--- src/rtl/fg_trapezoid_gen.sv ---
// -----------------------------------------------------------------------------
// fg_trapezoid_gen
//
// Trapezoid / pulse waveform generator for the function-generator datapath.
// A free-running period counter drives a RISE -> ON -> FALL envelope. Settings
// are captured into shadow registers only at period start, so register-file
// writes mid-period never disturb the waveform being played. A single shared
// saturating adder produces both the rising and the falling slope.
//
// All state advances only on cycles where clk_en_i is 1 (the shared datapath
// tick). There is no valid/ready handshake: inputs are sampled on ticks and
// outputs are registered values that change on the clk edge of a tick.
//
// Ports
//   clk_i, rst_i     clock, asynchronous active-high reset
//   clk_en_i         tick enable
//   enable_i         run request (continuous start, or arm for one-shot)
//   one_shot_i       1 = one period per trig_i, 0 = continuous
//   trig_i           one-shot start, ignored while running
//   period_i         period length in ticks (values below 2 act as 2)
//   on_time_i        count at which FALL is forced (0 acts as 1)
//   k_rise_i         unsigned rise step per tick
//   k_fall_i         unsigned fall step per tick
//   amplitude_i      unsigned plateau level
//   out_o            signed waveform value, always in [0, 2^W-1]
//   state_o          envelope state: IDLE=0, RISE=1, ON=2, FALL=3
//   busy_o           run flag
//   period_start_o   one clk pulse after each shadow load
// -----------------------------------------------------------------------------
module fg_trapezoid_gen #(
   parameter int COUNTER_BITWIDTH  = 32,
   parameter int WAVEFORM_BITWIDTH = 16
) (
   input  logic                                clk_i,
   input  logic                                rst_i,
   input  logic                                clk_en_i,
   input  logic                                enable_i,
   input  logic                                one_shot_i,
   input  logic                                trig_i,
   input  logic [COUNTER_BITWIDTH-1:0]         period_i,
   input  logic [COUNTER_BITWIDTH-1:0]         on_time_i,
   input  logic [WAVEFORM_BITWIDTH-1:0]        k_rise_i,
   input  logic [WAVEFORM_BITWIDTH-1:0]        k_fall_i,
   input  logic [WAVEFORM_BITWIDTH-1:0]        amplitude_i,
   output logic signed [WAVEFORM_BITWIDTH:0]   out_o,
   output logic [1:0]                          state_o,
   output logic                                busy_o,
   output logic                                period_start_o
);

   localparam int CW = COUNTER_BITWIDTH;
   localparam int WW = WAVEFORM_BITWIDTH;

   typedef enum logic [1:0] {
      ST_IDLE = 2'd0,
      ST_RISE = 2'd1,
      ST_ON   = 2'd2,
      ST_FALL = 2'd3
   } state_t;

   // Registered state
   logic            r_run;
   logic [CW-1:0]   r_cnt;
   state_t          r_state;
   logic [WW-1:0]   r_val;
   logic [CW-1:0]   r_per_s;
   logic [CW-1:0]   r_on_s;
   logic [WW-1:0]   r_kr_s;
   logic [WW-1:0]   r_kf_s;
   logic [WW-1:0]   r_amp_s;
   logic            r_pstart;

   // Next-state values
   logic            w_run_nxt;
   logic [CW-1:0]   w_cnt_nxt;
   state_t          w_state_nxt;
   logic [WW-1:0]   w_val_nxt;
   logic [CW-1:0]   w_per_nxt;
   logic [CW-1:0]   w_on_nxt;
   logic [WW-1:0]   w_kr_nxt;
   logic [WW-1:0]   w_kf_nxt;
   logic [WW-1:0]   w_amp_nxt;
   logic            w_pstart_nxt;

   // Control decode
   logic            w_start;
   logic            w_load;
   logic            w_end;
   logic            w_force_fall;
   logic            w_rising;

   // Shared adder, two bits wider than the waveform so it can neither wrap
   // past 2^W-1 nor below zero; clamping looks at the full signed sum.
   logic signed [WW+1:0] w_operand;
   logic signed [WW+1:0] w_sum;
   logic signed [WW+1:0] w_amp_ext;
   logic                 w_sum_le0;
   logic                 w_sum_ge_amp;

   assign w_start      = !r_run && enable_i && (!one_shot_i || trig_i);
   assign w_load       = w_start || (r_run && (r_cnt == '0));
   assign w_end        = (r_cnt == (r_per_s - CW'(1)));
   assign w_force_fall = (r_cnt == r_on_s) &&
                         ((r_state == ST_RISE) || (r_state == ST_ON));
   // A forced fall out of RISE must subtract, so the rise operand is only
   // selected when no fall is being forced this tick.
   assign w_rising     = (r_state == ST_RISE) && !w_force_fall;

   assign w_operand    = w_rising ? $signed({2'b00, r_kr_s})
                                  : -$signed({2'b00, r_kf_s});
   assign w_sum        = $signed({2'b00, r_val}) + w_operand;
   assign w_amp_ext    = $signed({2'b00, r_amp_s});
   assign w_sum_le0    = w_sum[WW+1] || (w_sum == '0);
   assign w_sum_ge_amp = (w_sum >= w_amp_ext);

   always_ff @(posedge clk_i or posedge rst_i) begin
      if (rst_i) begin
         r_run    <= 1'b0;
         r_cnt    <= '0;
         r_state  <= ST_IDLE;
         r_val    <= '0;
         r_per_s  <= '0;
         r_on_s   <= '0;
         r_kr_s   <= '0;
         r_kf_s   <= '0;
         r_amp_s  <= '0;
         r_pstart <= 1'b0;
      end else begin
         r_run    <= w_run_nxt;
         r_cnt    <= w_cnt_nxt;
         r_state  <= w_state_nxt;
         r_val    <= w_val_nxt;
         r_per_s  <= w_per_nxt;
         r_on_s   <= w_on_nxt;
         r_kr_s   <= w_kr_nxt;
         r_kf_s   <= w_kf_nxt;
         r_amp_s  <= w_amp_nxt;
         r_pstart <= w_pstart_nxt;
      end
   end

   always_comb begin
      w_run_nxt    = r_run;
      w_cnt_nxt    = r_cnt;
      w_state_nxt  = r_state;
      w_val_nxt    = r_val;
      w_per_nxt    = r_per_s;
      w_on_nxt     = r_on_s;
      w_kr_nxt     = r_kr_s;
      w_kf_nxt     = r_kf_s;
      w_amp_nxt    = r_amp_s;
      // The pulse is rebuilt every clk, so it self-clears even between ticks.
      w_pstart_nxt = 1'b0;

      if (clk_en_i) begin
         if (w_load) begin
            w_per_nxt    = (period_i < CW'(2)) ? CW'(2) : period_i;
            w_on_nxt     = (on_time_i == '0) ? CW'(1) : on_time_i;
            w_kr_nxt     = k_rise_i;
            w_kf_nxt     = k_fall_i;
            w_amp_nxt    = amplitude_i;
            w_state_nxt  = ST_RISE;
            w_val_nxt    = '0;
            w_cnt_nxt    = CW'(1);
            w_run_nxt    = 1'b1;
            w_pstart_nxt = 1'b1;
         end else if (r_run) begin
            if (w_end) begin
               // End of period wins over everything; cnt=0 makes the next
               // tick a load tick unless the run is stopping here.
               w_val_nxt   = '0;
               w_state_nxt = ST_IDLE;
               w_cnt_nxt   = '0;
               if (one_shot_i || !enable_i) begin
                  w_run_nxt = 1'b0;
               end
            end else begin
               w_cnt_nxt = r_cnt + CW'(1);
               if (w_force_fall || (r_state == ST_FALL)) begin
                  if (w_sum_le0) begin
                     w_val_nxt   = '0;
                     w_state_nxt = ST_IDLE;
                  end else begin
                     w_val_nxt   = w_sum[WW-1:0];
                     w_state_nxt = ST_FALL;
                  end
               end else begin
                  case (r_state)
                     ST_RISE: begin
                        if (w_sum_ge_amp) begin
                           w_val_nxt   = r_amp_s;
                           w_state_nxt = ST_ON;
                        end else begin
                           w_val_nxt = w_sum[WW-1:0];
                        end
                     end
                     ST_ON:   w_val_nxt = r_amp_s;
                     default: w_val_nxt = '0;
                  endcase
               end
            end
         end
      end
   end

   assign out_o          = $signed({1'b0, r_val});
   assign state_o        = r_state;
   assign busy_o         = r_run;
   assign period_start_o = r_pstart;

endmodule
--- config.mk ---
export PLATFORM = sky130hd
export DESIGN_NAME = fg_trapezoid_gen
export DESIGN_NICKNAME = d
export VERILOG_FILES = /design/src/rtl/fg_trapezoid_gen.sv
export SDC_FILE = /design/constraint.sdc
export NUM_CORES = 1
export LEC_CHECK = 0
export CAP_MARGIN = 20
export CORE_MARGIN = 2
export CORE_UTILIZATION = 30
export DETAILED_ROUTE_END_ITERATION = 7
export SLEW_MARGIN = 0
export SYNTH_ARGS = -nofsm -noshare
export SYNTH_HDL_FRONTEND = slang
export SYNTH_SLANG_ARGS = --single-unit
--- constraint.sdc ---
create_clock -name clk_i -period 6.3 [get_ports clk_i]
set_input_delay 1.89 -clock clk_i [delete_from_list [all_inputs] [get_ports clk_i]]
set_output_delay 1.89 -clock clk_i [all_outputs]
set_load 0.01 [all_outputs]
# Word level (Yosys, flattened, before mapping)
# Index checks and enable logic that the tools add are counted.
# W data, S select, Z words.
[word_totals]
n_memories = 0
ramBits = 0
in_bits = 118
rom_bits = 0
latchBits = 0
register_bits = 164
out_inout_bits = 21
elab_cells = 71
[classes]
n_mul = 0
div = 0
addsub = 4
order_cmp = 2
eq_ne = 5
n_mux = 26
shift = 0
reduce_logical = 24
bitwise_logic = 0
[ops]
columns = ["operator", "n"]
rows = [
  ["$mux W32", 5],
  ["$mux W16", 6],
  ["$eq A32 B32 Y1", 2],
  ["$logic_not A32 Y1", 2],
  ["$add A32 B1 Y32 const B", 1],
  ["$lt A32 B2 Y1 const B", 1],
  ["$pmux W16 S2", 1],
  ["$sub A32 B1 Y32 const B", 1],
  ["$add A17 B18 Y18", 1],
  ["$ge A18 B17 Y1", 1],
  ["$logic_not A18 Y1", 1],
  ["$mux W18", 1],
  ["$neg A16 Y18", 1],
  ["$mux W2", 7],
  ["$reduce_bool A4 Y1", 2],
  ["$logic_or A1 B1 Y1", 6],
  ["$mux W1", 6],
  ["$logic_and A1 B1 Y1", 5],
  ["$eq A2 B2 Y1 const B", 2],
  ["$logic_not A1 Y1", 4],
  ["$reduce_and A2 Y1", 2],
  ["$reduce_and A4 Y1", 1],
  ["$eq A2 B1 Y1 const B", 1],
  ["$reduce_bool A2 Y1", 1],
]

# Logic depth before layout (Yosys ltp)
[depth]
depth_word = 14
ltp_mapped = 26
ltp_nobuf = 24

# Worst setup path before layout
# Ideal clock, no wire load.
[synth_timing]
kind = "register to register"
start = "register r_cnt[16]"
end = "register r_val[12]"
n_path_buf = 3
setup_ps = 138
t_arrival_ps = 5396
synth_period_minus_slack_ps = 5534
required_time_ps = 6162
path_stages_with_launch = 23
setup_slack_ps = 766
path_cell_list = "dfrtp_1 -> clkbuf_1 -> xor2_1 -> nor4_1 -> nand4_1 -> o31ai_4 -> clkbuf_1 -> nor2_1 -> a21oi_1 -> ha_1 -> nor2b_1 -> o2111ai_1 -> a21boi_0 -> o311ai_0 -> ha_1 -> a21o_1 -> a221o_1 -> a211o_1 -> nor3_1 -> o31ai_1 -> buf_2 -> a32oi_1 -> o31ai_1"
[synth_via]
elab_chain_len = 13
elab_cells_between_ends = 23
classes_between = "add/sub (1); order compare (1); eq/ne (2); mux (8); reduce/logical (11)"
[synth_rtl]
columns = ["element", "line", "rtl"]
rows = [
  ["from (decl)", "63", "logic [CW-1:0] r_cnt;"],
  ["from (signal assigned)", "130", "r_cnt <= w_cnt_nxt;"],
  ["$eq A32 B32 Y1", "103", "assign w_force_fall = (r_cnt == r_on_s) &&"],
  ["$logic_and A1 B1 Y1", "103", ""],
  ["$logic_not A1 Y1", "107", "assign w_rising = (r_state == ST_RISE) && !w_force_fall;"],
  ["$logic_and A1 B1 Y1", "107", ""],
  ["$mux W18", "109", "assign w_operand = w_rising ? $signed({2'b00, r_kr_s})"],
  ["$add A17 B18 Y18", "111", "assign w_sum = $signed({2'b00, r_val}) + w_operand;"],
  ["$ge A18 B17 Y1 / $logic_not A18 Y1 (equally long branches)", "114, 113", ""],
  ["$mux W16 / $logic_or A1 B1 Y1 (equally long branches)", "190, 113", ""],
  ["$pmux W16 S2 / $mux W16 (equally long branches)", "188, 180", ""],
  ["$mux W16", "179", "if (w_force_fall || (r_state == ST_FALL)) begin"],
  ["$mux W16", "168", "if (w_end) begin"],
  ["$mux W16", "167", "end else if (r_run) begin"],
  ["$mux W16", "156", "if (w_load) begin"],
  ["to (signal assigned)", "132", "r_val <= w_val_nxt;"],
  ["to (decl)", "65", "logic [WW-1:0] r_val;"],
]
# Several ways; a longest one is shown, not always the timed one. The select of a mux whose other input is x is not followed.
# A chain may end at the register's enable or synchronous reset.

# Worst setup path after layout
[layout_timing]
start = "register r_cnt[4]"
end = "register r_val[7]"
# The elaborated chain is that of the path after synthesis.

==> metrics.md <==
| Metric | Value |
|---|---|
| CP arrival | `6270 ps` |
| Critical Path Sink Type | `flip-flop` |
| Share of synthesized registers carrying an async set or reset | `100.0%` |
| CTS tree | `yes` |
| Via count | `9981` |
| Top cells by area, synth | `dfrtp_1 (38%), nand2_1 (12%), xor2_1 (5.4%)` |
| DP HPWL | `25.67 mm` |
| Sequential share of the synthesized area | `roughly two fifths` |
| Critical Path Fanout Max | `28` |
| Leak | `5.838 nW` |
| Avg Vias per Cell | `5.242` |
| Synth Area in Compound Gates | `12.74%` |
| Area Growth Syn to Fin | `22.63%` |
| Adder-Cell Fraction of Synth Area | `4.828%` |
| Crit path required time | `6610 ps` |
| Hold Slack | `between 400 and 500 ps` |
| Initial antenna violation count | `0` |
| Worst-path clk slew | `around 70 ps` |
| Global route overflow | `0` |
| Final std cells w/o fill | `1904` |
| DIE AREA | `37470 um^2` |
| Ant diodes | `0` |
| Total clock buffers created by CTS | `17` |
| Status | `complete, no violations` |
| Worst-Skew Late Latency | `440 ps` |
| Max IR drop VDD | `0.2315 mV` |
| Starting Density | `30.38%` |
| Post-DR wirelength/cell | `between 15 and 20 um` |
| Cell Pwr Density | `422.7 nW/um^2` |
| Ys Warns | `0` |
| Rel. slew slack | `between 20% and 30%` |
| Pwr Total | `0.005589 W` |
| Tcrit/Tclk final | `94.69%` |
| # fillers | `3661` |
| Clock skew | `14.06 ps` |
| Setup violators final | `0` |
| Most common cell after layout, fill and taps aside | `nand2_1` |
| Row count | `69` |
| Biggest area consumer among synthesized cells | `dfrtp_1` |
| First-pass GRT wire length | `approximately 54 mm` |
| Mux share of post-synthesis cell area | `2.136%` |
| Least-Margin Pin Slew | `1084 ps` |
| Final #Nets | `1589` |
| Chip Height | `193.6 um` |
| Routed WL | `34.14 mm` |
| EDFF count, synth | `0` |
| Mapped Avg Cell Area | `8.087 um^2` |
| Post-DRT Antenna Nets | `0` |
| Core area | `approximately 35000 um^2` |
| Placed cells | `1872` |
| H-Tree Level Count | `4` |
| Synth cell types | `76` |
| CP peak stage delay | `490 ps` |
| Min cycle time layout | `5966 ps` |
| Drt first pass iters | `5` |
| Fin util | `37.26%` |
| Drt drc | `0` |
| I/O Buffers | `137` |
| Primary FF master, synth | `dfrtp_1` |
| Gate Count Post-Synth | `1333` |
| Max Root-Sink Buffers | `2` |
| Die Wd | `about 190 um` |
| Synth Register Bits | `between 150 and 200` |
| Main combinational cell family by area after synthesis | `simple AND/OR/NAND/NOR gates` |
| Post-synthesis instance area | `roughly 11000 um^2` |
| MaxCap Viol Count | `0` |
| Simple-Gate Fraction of Synth Area | `28.23%` |
| WS Path Type | `reg -> reg` |
| Max Slew Vio Count | `0` |
| Cell breakdown of the critical path | `xor2_1, nor4_1, nand4_1, o31ai_4, buf_8, mux2_2, ha_1, a21oi_1, nand4b_1, a21oi_1, nor2_1, xnor2_1, ha_1, a21o_1, a21o_1, a221o_1, a211o_1, nor3_2, o31ai_1, buf_4, a32oi_1, o21ai_0` |
| Most frequent cells in the layout | `nand2_1 (347), dfrtp_1 (164), clkdlybuf4s50_1 (137)` |
| Final hold vios | `0` |
| Fmax | `0.1676 GHz` |
| First-iteration detailed-routing DRC count | `741` |
| Largest net degree at the start of global routing | `between 150 and 200` |
| IO Pins | `139` |
| Share of the synthesized area in the top cell type | `about two fifths` |
| Clock tree sinks | `164` |
| Placer Congestion | `0.9272` |
| Clock tree root buffer cell | `clkbuf_16` |
| Vias in the first global route | `9817` |
| Synth Net Count | `~1.5k` |
| Share of cells above drive strength 1 | `6.722%` |
| Tot GR Track Use | `18.05%` |
| XOR/XNOR Fraction of Synth Area | `8.693%` |
| CP max-delay cell | `dfrtp_1` |
| Min-delay worst type | `reg -> reg` |
| Worst Setup Start Kind | `flip-flop` |
==> cells in the mapped netlist (4+ instances only) <==
library cell  count
a211oi_1          7
a21o_1            9
a21oi_1          45
a31oi_1          10
a32oi_1          19
and2_1            4
and3_1            9
and4_1            4
buf_2            10
clkbuf_1         69
dfrtp_1         164
ha_1             40
inv_1            56
mux2_2            8
mux2i_1          14
nand2_1         348
nand2b_1          7
nand3_1          26
nand3b_1          4
nand4_1          29
nand4b_1          5
nor2_1           80
nor2b_1           9
nor3_1           38
nor3b_1           4
nor4_1           47
o2111ai_1         7
o211ai_1          5
o21a_1            4
o21ai_0          51
o21ai_1           4
o31ai_1           9
or2_2             5
or3_1             8
or4_1             8
xnor2_1          40
xor2_1           67
==> layer usage <==
layer	wire length (um)	vias up	track usage, %
met3	1844	40	3.504
li1	-	4808	-
met2	16270	313	30.21
met5	0	-	0
met4	697	0	4.665
met1	15330	4820	23.87
==> cells by family (layout without fill, tap and decap cells) <==
logic type	count (synthesis)	in the layout
AO/OA/AOI/OAI	206	206
XOR/XNOR	107	107
adder cells (fa/ha/maj)	41	41
buffers and inverters	141	251
flip-flops	164	164
multiplexers	22	22
other	1	1
AND/OR/NAND/NOR	651	651
==> sequential cells by signal, summed over array words and instances (netlist names) <==
name / cells
busy_o: 1
period_start_o: 1
r_amp_s: 16
r_cnt: 32
r_kf_s: 16
r_kr_s: 16
r_on_s: 32
r_per_s: 32
r_val: 16
state_o: 2
==> critical path, delay by kind of cell (launching register included) <==
kind / cells / cell delay [ps]
multiplexers: 1 / 370
AO/OA/AOI/OAI: 10 / 2160
XOR/XNOR: 2 / 500
flip-flops: 1 / 490
adder cells (fa/ha/maj): 2 / 590
buffers and inverters: 2 / 450
AND/OR/NAND/NOR: 5 / 1250
==> path summary, 6_finish.rpt <==
check / startpoint / endpoint / slack (ps) / cells past startpoint
worst min register to register: r_kr_s[11]$_DFFE_PP0P_ / r_kr_s[11]$_DFFE_PP0P_ / 470 / 2
worst max register to register: r_cnt[4]$_DFFE_PP0P_ / r_val[7]$_DFFE_PP0P_ / 330 / 22
min in group asynchronous: rst_i / r_amp_s[11]$_DFFE_PP0P_ / 2040 / 3
worst min-delay path: r_kr_s[11]$_DFFE_PP0P_ / r_kr_s[11]$_DFFE_PP0P_ / 470 / 2
max in group asynchronous: rst_i / r_on_s[27]$_DFFE_PP0P_ / 3550 / 3
worst max-delay path: r_cnt[4]$_DFFE_PP0P_ / r_val[7]$_DFFE_PP0P_ / 330 / 22
==> power by group <==
| part | leakage, nW | internal (W) | switching [W] |
|---|---|---|---|
| registers | 2.10 | 0.00142 | 0.000454 |
| clock network | 0.280 | 0.000541 | 0.000488 |
| logic | 3.46 | 0.00110 | 0.00158 |
| total | 5.84 | 0.00306 | 0.00253 |
==> area by class of cell <==
cell class | instances | area, um^2 | area share [%]
clock inverters | 13 | 113.9 | 0.8613
well taps | 461 | 576.8 | 4.363
multi-input cells | 1028 | 6173 | 46.70
clock buffers | 19 | 452.9 | 3.426
repair buffers | 162 | 1579 | 11.94
inverters | 57 | 220.2 | 1.666
flip-flops and latches | 164 | 4104 | 31.04
==> through the flow <==
stage | setup slack [ps] | setup TNS (ps) | instance area [um^2]
floorplan | 766.1 | 0 | 10780
global placement | 337.7 | 0 | 12610
detailed placement | 120.7 | 0 | 12610
CTS | 106.6 | 0 | 13180
global route | -6.927 | -16.73 | 13220
finish | 334.4 | 0 | 13220
==> repair_timing <==
action / in CTS / in global routing
resized for setup: 0 / 10
buffers inserted: 0 / 0
endpoints found under the hold margin: 0 / 0
hold buffers: 0 / 0
setup endpoints to repair: 0 / 18
No activity file was read; power rests on OpenSTA's default activity.
